`src/rtl/ae_exposure_ctrl.sv`:
```
// Auto-exposure controller: accumulates frame luma, divides for the mean,
// steps the exposure toward a target band and writes it over a req/ack port.
module ae_exposure_ctrl #(
  parameter int          IMG_HDISP   = 1280,
  parameter int          IMG_VDISP   = 720,
  parameter logic [7:0]  TARGET      = 8'd110,
  parameter logic [7:0]  HYST        = 8'd8,
  parameter logic [15:0] EXP_INIT    = 16'd256,
  parameter logic [15:0] EXP_MIN     = 16'd16,
  parameter logic [15:0] EXP_MAX     = 16'd1000,
  parameter int          STEP_SHIFT  = 3,
  parameter int          SKIP_FRAMES = 1
) (
  input  logic        clk,
  input  logic        rst,
  input  logic        enable,
  input  logic        per_frame_vsync,
  input  logic        per_frame_href,
  input  logic [7:0]  per_img_red,
  input  logic [7:0]  per_img_green,
  input  logic [7:0]  per_img_blue,
  input  logic [1:0]  mirror_in,
  input  logic        cfg_ack,
  output logic        cfg_req,
  output logic [15:0] cfg_data,
  output logic [15:0] exp_value,
  output logic [7:0]  avg_luma,
  output logic        ae_locked,
  output logic [1:0]  mirror_out
);

  localparam logic [8:0] SKIP_N    = 9'(SKIP_FRAMES);
  localparam logic [8:0] DARK_TH   = {1'b0, TARGET} - {1'b0, HYST};
  localparam logic [8:0] BRIGHT_TH = {1'b0, TARGET} + {1'b0, HYST};

  // The pixel counter is 20 bits wide; a larger frame would wrap it.
  if (IMG_HDISP * IMG_VDISP > 32'h000F_FFFF) begin : g_frame_too_big
    $error("ae_exposure_ctrl: frame size exceeds 20-bit pixel count");
  end

  typedef enum logic [2:0] {
    IDLE,
    ACCUM,
    DIVIDE,
    DECIDE,
    WRITE,
    SKIP
  } state_t;

  state_t state, state_nxt;

  logic        vsync_d;
  logic        frame_end;
  logic [9:0]  luma;
  logic [27:0] acc_sum;
  logic [19:0] acc_cnt;
  logic [27:0] dvd;
  logic [19:0] dsr;
  logic [19:0] rem;
  logic [27:0] quo;
  logic [4:0]  div_cnt;
  logic [8:0]  skip_cnt;

  logic [20:0] rem_sh;
  logic [21:0] rem_diff;
  logic        rem_ge;
  logic [19:0] rem_nxt;
  logic [27:0] quo_nxt;

  logic [15:0] step;
  logic [16:0] exp_up;
  logic [16:0] exp_dn;
  logic [15:0] new_exp;
  logic        is_dark;
  logic        is_bright;

  logic acc_clr, acc_latch, div_step, div_last;
  logic lock_ld, lock_val, wr_start, wr_commit, skip_inc;

  assign luma = ({2'b00, per_img_red} + {1'b0, per_img_green, 1'b0} + {2'b00, per_img_blue}) >> 2;

  // Restoring divider: one quotient bit per step.
  assign rem_sh   = {rem, dvd[27]};
  assign rem_diff = {1'b0, rem_sh} - {2'b00, dsr};
  assign rem_ge   = ~rem_diff[21];
  assign rem_nxt  = rem_ge ? rem_diff[19:0] : rem_sh[19:0];
  assign quo_nxt  = {quo[26:0], rem_ge};

  // Exposure step computation, clamped to the allowed range.
  always_comb begin
    step = exp_value >> STEP_SHIFT;
    if (step == '0) step = 16'd1;
    exp_up    = {1'b0, exp_value} + {1'b0, step};
    exp_dn    = {1'b0, exp_value} - {1'b0, step};
    is_dark   = {1'b0, avg_luma} < DARK_TH;
    is_bright = {1'b0, avg_luma} > BRIGHT_TH;
    if (is_dark) begin
      new_exp = (exp_up > {1'b0, EXP_MAX}) ? EXP_MAX : exp_up[15:0];
    end else begin
      new_exp = (exp_dn[16] || exp_dn[15:0] < EXP_MIN) ? EXP_MIN : exp_dn[15:0];
    end
  end

  // Registered frame-end detection and frame-synchronous mirror mode.
  always_ff @(posedge clk or posedge rst) begin
    if (rst) begin
      vsync_d    <= 1'b0;
      frame_end  <= 1'b0;
      mirror_out <= 2'b00;
    end else begin
      vsync_d   <= per_frame_vsync;
      frame_end <= vsync_d & ~per_frame_vsync;
      if (frame_end) mirror_out <= mirror_in;
    end
  end

  // State register.
  always_ff @(posedge clk or posedge rst) begin
    if (rst) state <= IDLE;
    else     state <= state_nxt;
  end

  // Next-state and datapath strobes.
  always_comb begin
    state_nxt = state;
    acc_clr   = 1'b0;
    acc_latch = 1'b0;
    div_step  = 1'b0;
    div_last  = 1'b0;
    lock_ld   = 1'b0;
    lock_val  = 1'b0;
    wr_start  = 1'b0;
    wr_commit = 1'b0;
    skip_inc  = 1'b0;
    // Frames ending while busy are discarded; restart accumulation.
    if (frame_end && (state == DIVIDE || state == DECIDE || state == WRITE)) acc_clr = 1'b1;
    unique case (state)
      IDLE: begin
        if (frame_end && enable) begin
          state_nxt = ACCUM;
          acc_clr   = 1'b1;
        end
      end
      ACCUM: begin
        if (!enable) begin
          state_nxt = IDLE;
        end else if (frame_end) begin
          if (acc_cnt == '0) begin
            acc_clr = 1'b1;
          end else begin
            acc_latch = 1'b1;
            state_nxt = DIVIDE;
          end
        end
      end
      DIVIDE: begin
        if (!enable) begin
          state_nxt = IDLE;
        end else begin
          div_step = 1'b1;
          if (div_cnt == 5'd27) begin
            div_last  = 1'b1;
            state_nxt = DECIDE;
          end
        end
      end
      DECIDE: begin
        if (!enable) begin
          state_nxt = IDLE;
        end else begin
          lock_ld = 1'b1;
          if (!is_dark && !is_bright) begin
            lock_val  = 1'b1;
            state_nxt = ACCUM;
          end else if (new_exp == exp_value) begin
            state_nxt = ACCUM;
          end else begin
            wr_start  = 1'b1;
            state_nxt = WRITE;
          end
        end
      end
      WRITE: begin
        if (cfg_ack) begin
          wr_commit = 1'b1;
          if (!enable) begin
            state_nxt = IDLE;
          end else if (SKIP_N == '0) begin
            state_nxt = ACCUM;
            acc_clr   = 1'b1;
          end else begin
            state_nxt = SKIP;
          end
        end
      end
      SKIP: begin
        if (!enable) begin
          state_nxt = IDLE;
        end else if (frame_end) begin
          if (skip_cnt + 9'd1 >= SKIP_N) begin
            state_nxt = ACCUM;
            acc_clr   = 1'b1;
          end else begin
            skip_inc = 1'b1;
          end
        end
      end
      default: state_nxt = IDLE;
    endcase
  end

  // Luma accumulators.
  always_ff @(posedge clk or posedge rst) begin
    if (rst) begin
      acc_sum <= '0;
      acc_cnt <= '0;
    end else if (acc_clr || acc_latch) begin
      acc_sum <= '0;
      acc_cnt <= '0;
    end else if (state == ACCUM && per_frame_href) begin
      acc_sum <= acc_sum + {18'd0, luma};
      acc_cnt <= acc_cnt + 20'd1;
    end
  end

  // Sequential divider and mean register.
  always_ff @(posedge clk or posedge rst) begin
    if (rst) begin
      dvd      <= '0;
      dsr      <= '0;
      rem      <= '0;
      quo      <= '0;
      div_cnt  <= '0;
      avg_luma <= '0;
    end else if (acc_latch) begin
      dvd     <= acc_sum;
      dsr     <= acc_cnt;
      rem     <= '0;
      quo     <= '0;
      div_cnt <= '0;
    end else if (div_step) begin
      dvd     <= {dvd[26:0], 1'b0};
      rem     <= rem_nxt;
      quo     <= quo_nxt;
      div_cnt <= div_cnt + 5'd1;
      if (div_last) avg_luma <= (quo_nxt[27:8] != '0) ? 8'hFF : quo_nxt[7:0];
    end
  end

  // Lock flag, write handshake, committed exposure and skip counter.
  always_ff @(posedge clk or posedge rst) begin
    if (rst) begin
      ae_locked <= 1'b0;
      cfg_req   <= 1'b0;
      cfg_data  <= '0;
      exp_value <= EXP_INIT;
      skip_cnt  <= '0;
    end else begin
      if (lock_ld) ae_locked <= lock_val;
      if (wr_start) begin
        cfg_req  <= 1'b1;
        cfg_data <= new_exp;
      end else if (wr_commit) begin
        cfg_req   <= 1'b0;
        exp_value <= cfg_data;
      end
      if (wr_commit)     skip_cnt <= '0;
      else if (skip_inc) skip_cnt <= skip_cnt + 9'd1;
    end
  end

endmodule
```
`config.mk`:
```
export PLATFORM = sky130hd
export DESIGN_NAME = ae_exposure_ctrl
export DESIGN_NICKNAME = d
export VERILOG_FILES = /design/src/rtl/ae_exposure_ctrl.sv
export SDC_FILE = /design/constraint.sdc
export NUM_CORES = 1
export LEC_CHECK = 0
export BUFFER_PORTS_ARGS = -buffer_cell sky130_fd_sc_hd__buf_2
export CORE_ASPECT_RATIO = 1.4
export CORE_MARGIN = 2
export CORE_UTILIZATION = 50
export CTS_CLUSTER_SIZE = 12
export DETAILED_ROUTE_END_ITERATION = 8
export MAX_ROUTING_LAYER = met4
export PLACE_DENSITY = 0.73
export SYNTH_ARGS = -nofsm -noshare
export SYNTH_HDL_FRONTEND = slang
export SYNTH_SLANG_ARGS = --single-unit
```
`constraint.sdc`:
```
create_clock -name clk -period 10.1 [get_ports clk]
set_clock_uncertainty 0.2 [all_clocks]
set_input_delay 2.525 -clock clk [delete_from_list [all_inputs] [get_ports clk]]
set_output_delay 2.525 -clock clk [all_outputs]
set_load 0.02 [all_outputs]
```
==> impl_metrics.toml <==
[synthesis]
ys.flop_type = "dfrtp_1"
syn_nets = 1608
yosys-top-cells-area = "dfrtp_1, ha_1, nand2_1"
synth_edf_count = 0
yosys_warnings = 0
synth.most_common_cell = "nand2_1"
synth_top_family_by_area = "compound AO/OA/AOI/OAI gates"
synth_adder_area_share_pct = 8.59
ys_ff_latch = 206
synthArstFlopShare_pct = 100
yosysTopAreaCellShare_pct = 39.5
syn-instance-count = 1494
synth_compound_area_share_pct = 20.2
synth.distinct_cells = 87
synth_largest_area_cell = "dfrtp_1"
muxShareOfSynthArea_pct = 1.83
synth-simple-area-share_pct = 19.3
synth_xor_xnor_area_share_pct = 5.66
yosysSeqAreaShare_pct = 39.7
synth_area_um2 = 13000
avgSynthCellArea_um2 = 8.70
synth_common_cells = "nand2_1, dfrtp_1, o21ai_0"

[cells_and_area]
final_layout_size_suffix_gt1_share_pct = 10.7
area_growth_pct = 9.76
fillers = 2288
final_cell_count_no_fill = 1857
multiInputGateArea_um2 = 7250
nets = 1640
register_area_um2 = 5160
fin_area_um2 = 14300
diodes = 0

[job]
drv_cap = 0

[grt]
overflow = 0
grt_max_degree = 135
grt_pass1_wl_um = 53600
grt_use_total_pct = 24.3
antenna_found_initial = 0
grt_pass1_vias = 10800

[power]
power_frac_comb_pct = 50.3
p_switching_w = 0.00167
switching_share_pct = 43.8
leakagePower_nw = 6.60
power_frac_clock_pct = 21.1
power_frac_seq_pct = 28.6
p_int_w = 0.00214
ir_drop_uv = 122
power_density_nw_per_um2 = 267

[drt]
routed_wl_um = 31800
drtIter0Drc = 683
ant_nets = 0
routed-via-count = 11000
post_drt_wl_per_cell_um = 17.1
vias_per_cell = 5.92
first_pass_iters = 5
drc_errors = 0

[placement]
dp_hpwl_um = 22900
placed_cells = 1820
portBuffers = 75
gp_congestion = 1.03
dp_slack_ps = 3230
place_area_um2 = 13600

[setup_path]
crit_path_max_fanout = 21
timing_worst_setup_path_type = "reg2reg"
endpoint = "cfg_data[1]"
worstPathCellList = "inv_1, nand3_1, nor4_1, a41o_1, ha_1, fa_1, nor2b_1, o31a_1, o21a_1, nor2_1, a2111oi_0, nand4_1, o32ai_2, a211oi_2, xor2_1, nor4_1, a31o_4, nor2_8, mux2_1"
cp-start-kind = "flip-flop"
timing.rr.start = "exp_value[13]"
critPathLaunch = "exp_value[13]"
cpMostUsedCell = "nor4_1"
cp.arrival_ps = 6660
worstSetupEndpointType = "flip-flop"
ff2ff_path_depth = 19
required_ps = 10280
slowest_delay_ps = 740
slowest_stage = "o32ai_2"
reg2reg_setup_slack_ps = 3620
rr_endpoint = "cfg_data[1]"

[clock_network]
clock_latency_ps = 510
clk_pin_slew_ps = 60
post-cts-setup-buffers = 0
cts_resized = 0
tritoncts = "done"
clk_root_buffer_cell = "clkbuf_16"
htree_num_levels = 1
clkSinkCount = 206
clockBufferDepth = 3
postCtsHoldBufs = 0
cts_buffers = 23

[die]
rows = 69
die_y_um = 195
die_area_um2 = 27300
initial_core_util_pct = 51.0
fp.dieW_um = 140
core_um2 = 25500
io-pin-count = 76

[timing]
finalSetupViolations = 0
drv_slew = 0
worst_slack_ps = 3620
fin_tns_setup_ps = 0
min_period_over_period_pct = 64.2
finalCriticalPeriod_ps = 6480
rsz0062_at_grt = "false"
slew_headroom_pct = 27.6
clock.fmax_mhz = 154
hold_viol = 0
worst-slew-pin-transition_ps = 1080

[run_status]
run_status = "finished, final reports clean"

[worst_hold_path]
hp-class = "reg2reg"
==> cells by family (layout without fill, tap and decap cells) <==
| group | count (synthesis) | in the layout |
|---|---|---|
| AO/OA/AOI/OAI | 403 | 403 |
| XOR/XNOR | 84 | 84 |
| adder cells (fa/ha/maj) | 82 | 82 |
| buffers and inverters | 155 | 199 |
| flip-flops | 206 | 206 |
| multiplexers | 20 | 20 |
| AND/OR/NAND/NOR | 544 | 544 |
==> per-stage QoR <==
| step | util (%) | hold slack, ps | power [W] |
|---|---|---|---|
| global placement | 53.2 | 249 | 0.00295 |
| finish | 56.0 | 277 | 0.00380 |
| floorplan | - | 239 | 0.00251 |
| CTS | 56.0 | 282 | 0.00380 |
| detailed placement | 53.2 | 261 | 0.00297 |
| global route | 56.0 | 306 | 0.00406 |
==> cells in the final DEF, fill, tap and decap left out, drive strengths merged, types with 7 or more instances in the layout <==
cell / instances
nand2: 220
dfrtp: 205
o21ai: 145
nor2: 125
buf: 85
a21oi: 77
inv: 77
ha: 70
xnor2: 44
xor2: 40
nand3: 33
clkbuf: 31
a22oi: 30
nor3: 27
and3: 25
nor4: 18
nand4: 18
a211oi: 16
or3: 15
a31oi: 15
mux2: 15
nand2b: 14
nor2b: 14
and2: 14
a21o: 13
o21a: 12
fa: 12
o31ai: 11
o21bai: 9
or2: 9
o41ai: 8
o22a: 7
==> how the worst min path moves through the flow <==
stage,from,to,slack (ps),cells past startpoint
after floorplan,vsync_d,frame_end,240,1
after global placement,vsync_d,frame_end,250,1
after detailed placement,vsync_d,frame_end,260,1
after CTS,dvd[23],dvd[23],280,2
after global routing,dvd[24],dvd[24],310,2
final,vsync_d,frame_end,280,1
==> registers in the layout, indices dropped and copies added, names as in the netlist <==
register,count
acc_sum,28
dvd,28
quo,27
acc_cnt,20
dsr,20
rem,20
cfg_data,16
exp_value,16
skip_cnt,9
avg_luma,8
div_cnt,5
state,3
mirror_out,2
ae_locked,1
cfg_req,1
frame_end,1
vsync_d,1
==> worst max-delay path, delay by kind of cell, from the launching register on <==
family                     cells  cell delay (ps)
adders and majority gates      2              660
buffers and inverters          1              200
DFF                            1              580
AOI/OAI and AO/OA              7             2830
and+or+nand+nor                7             1360
muxes                          1              330
xor gates and xnor gates       1              180
==> metal layers <==
metal	vias up	part of all wire [%]	track usage, %
met2	300	52	43.0
met3	86	3.9	2.32
met1	5284	40	27.8
met5	-	0	-
li1	5319	-	-
met4	0	4.6	10.8
==> power by group through the flow <==
stage	sequential [W]	clock [W]	combinational [W]
2_1_floorplan	0.00109	0	0.00142
3_3_place_gp	0.00109	0	0.00185
3_5_place_dp	0.00110	0	0.00188
4_1_cts	0.00108	0.000826	0.00189
5_1_grt	0.00110	0.000854	0.00211
6_report	0.00109	0.000803	0.00191
==> final cells by class <==
cell class                 count  share of cell area (%)
tap                          319                    2.80
timing repair buffer          85                    3.16
clock buffer                  31                    4.39
clock inverter                 6                   0.597
inverter                      77                    2.08
sequential                   206                    36.2
multi-input combinational   1133                    50.8
No activity file was read; power rests on OpenSTA's default activity.
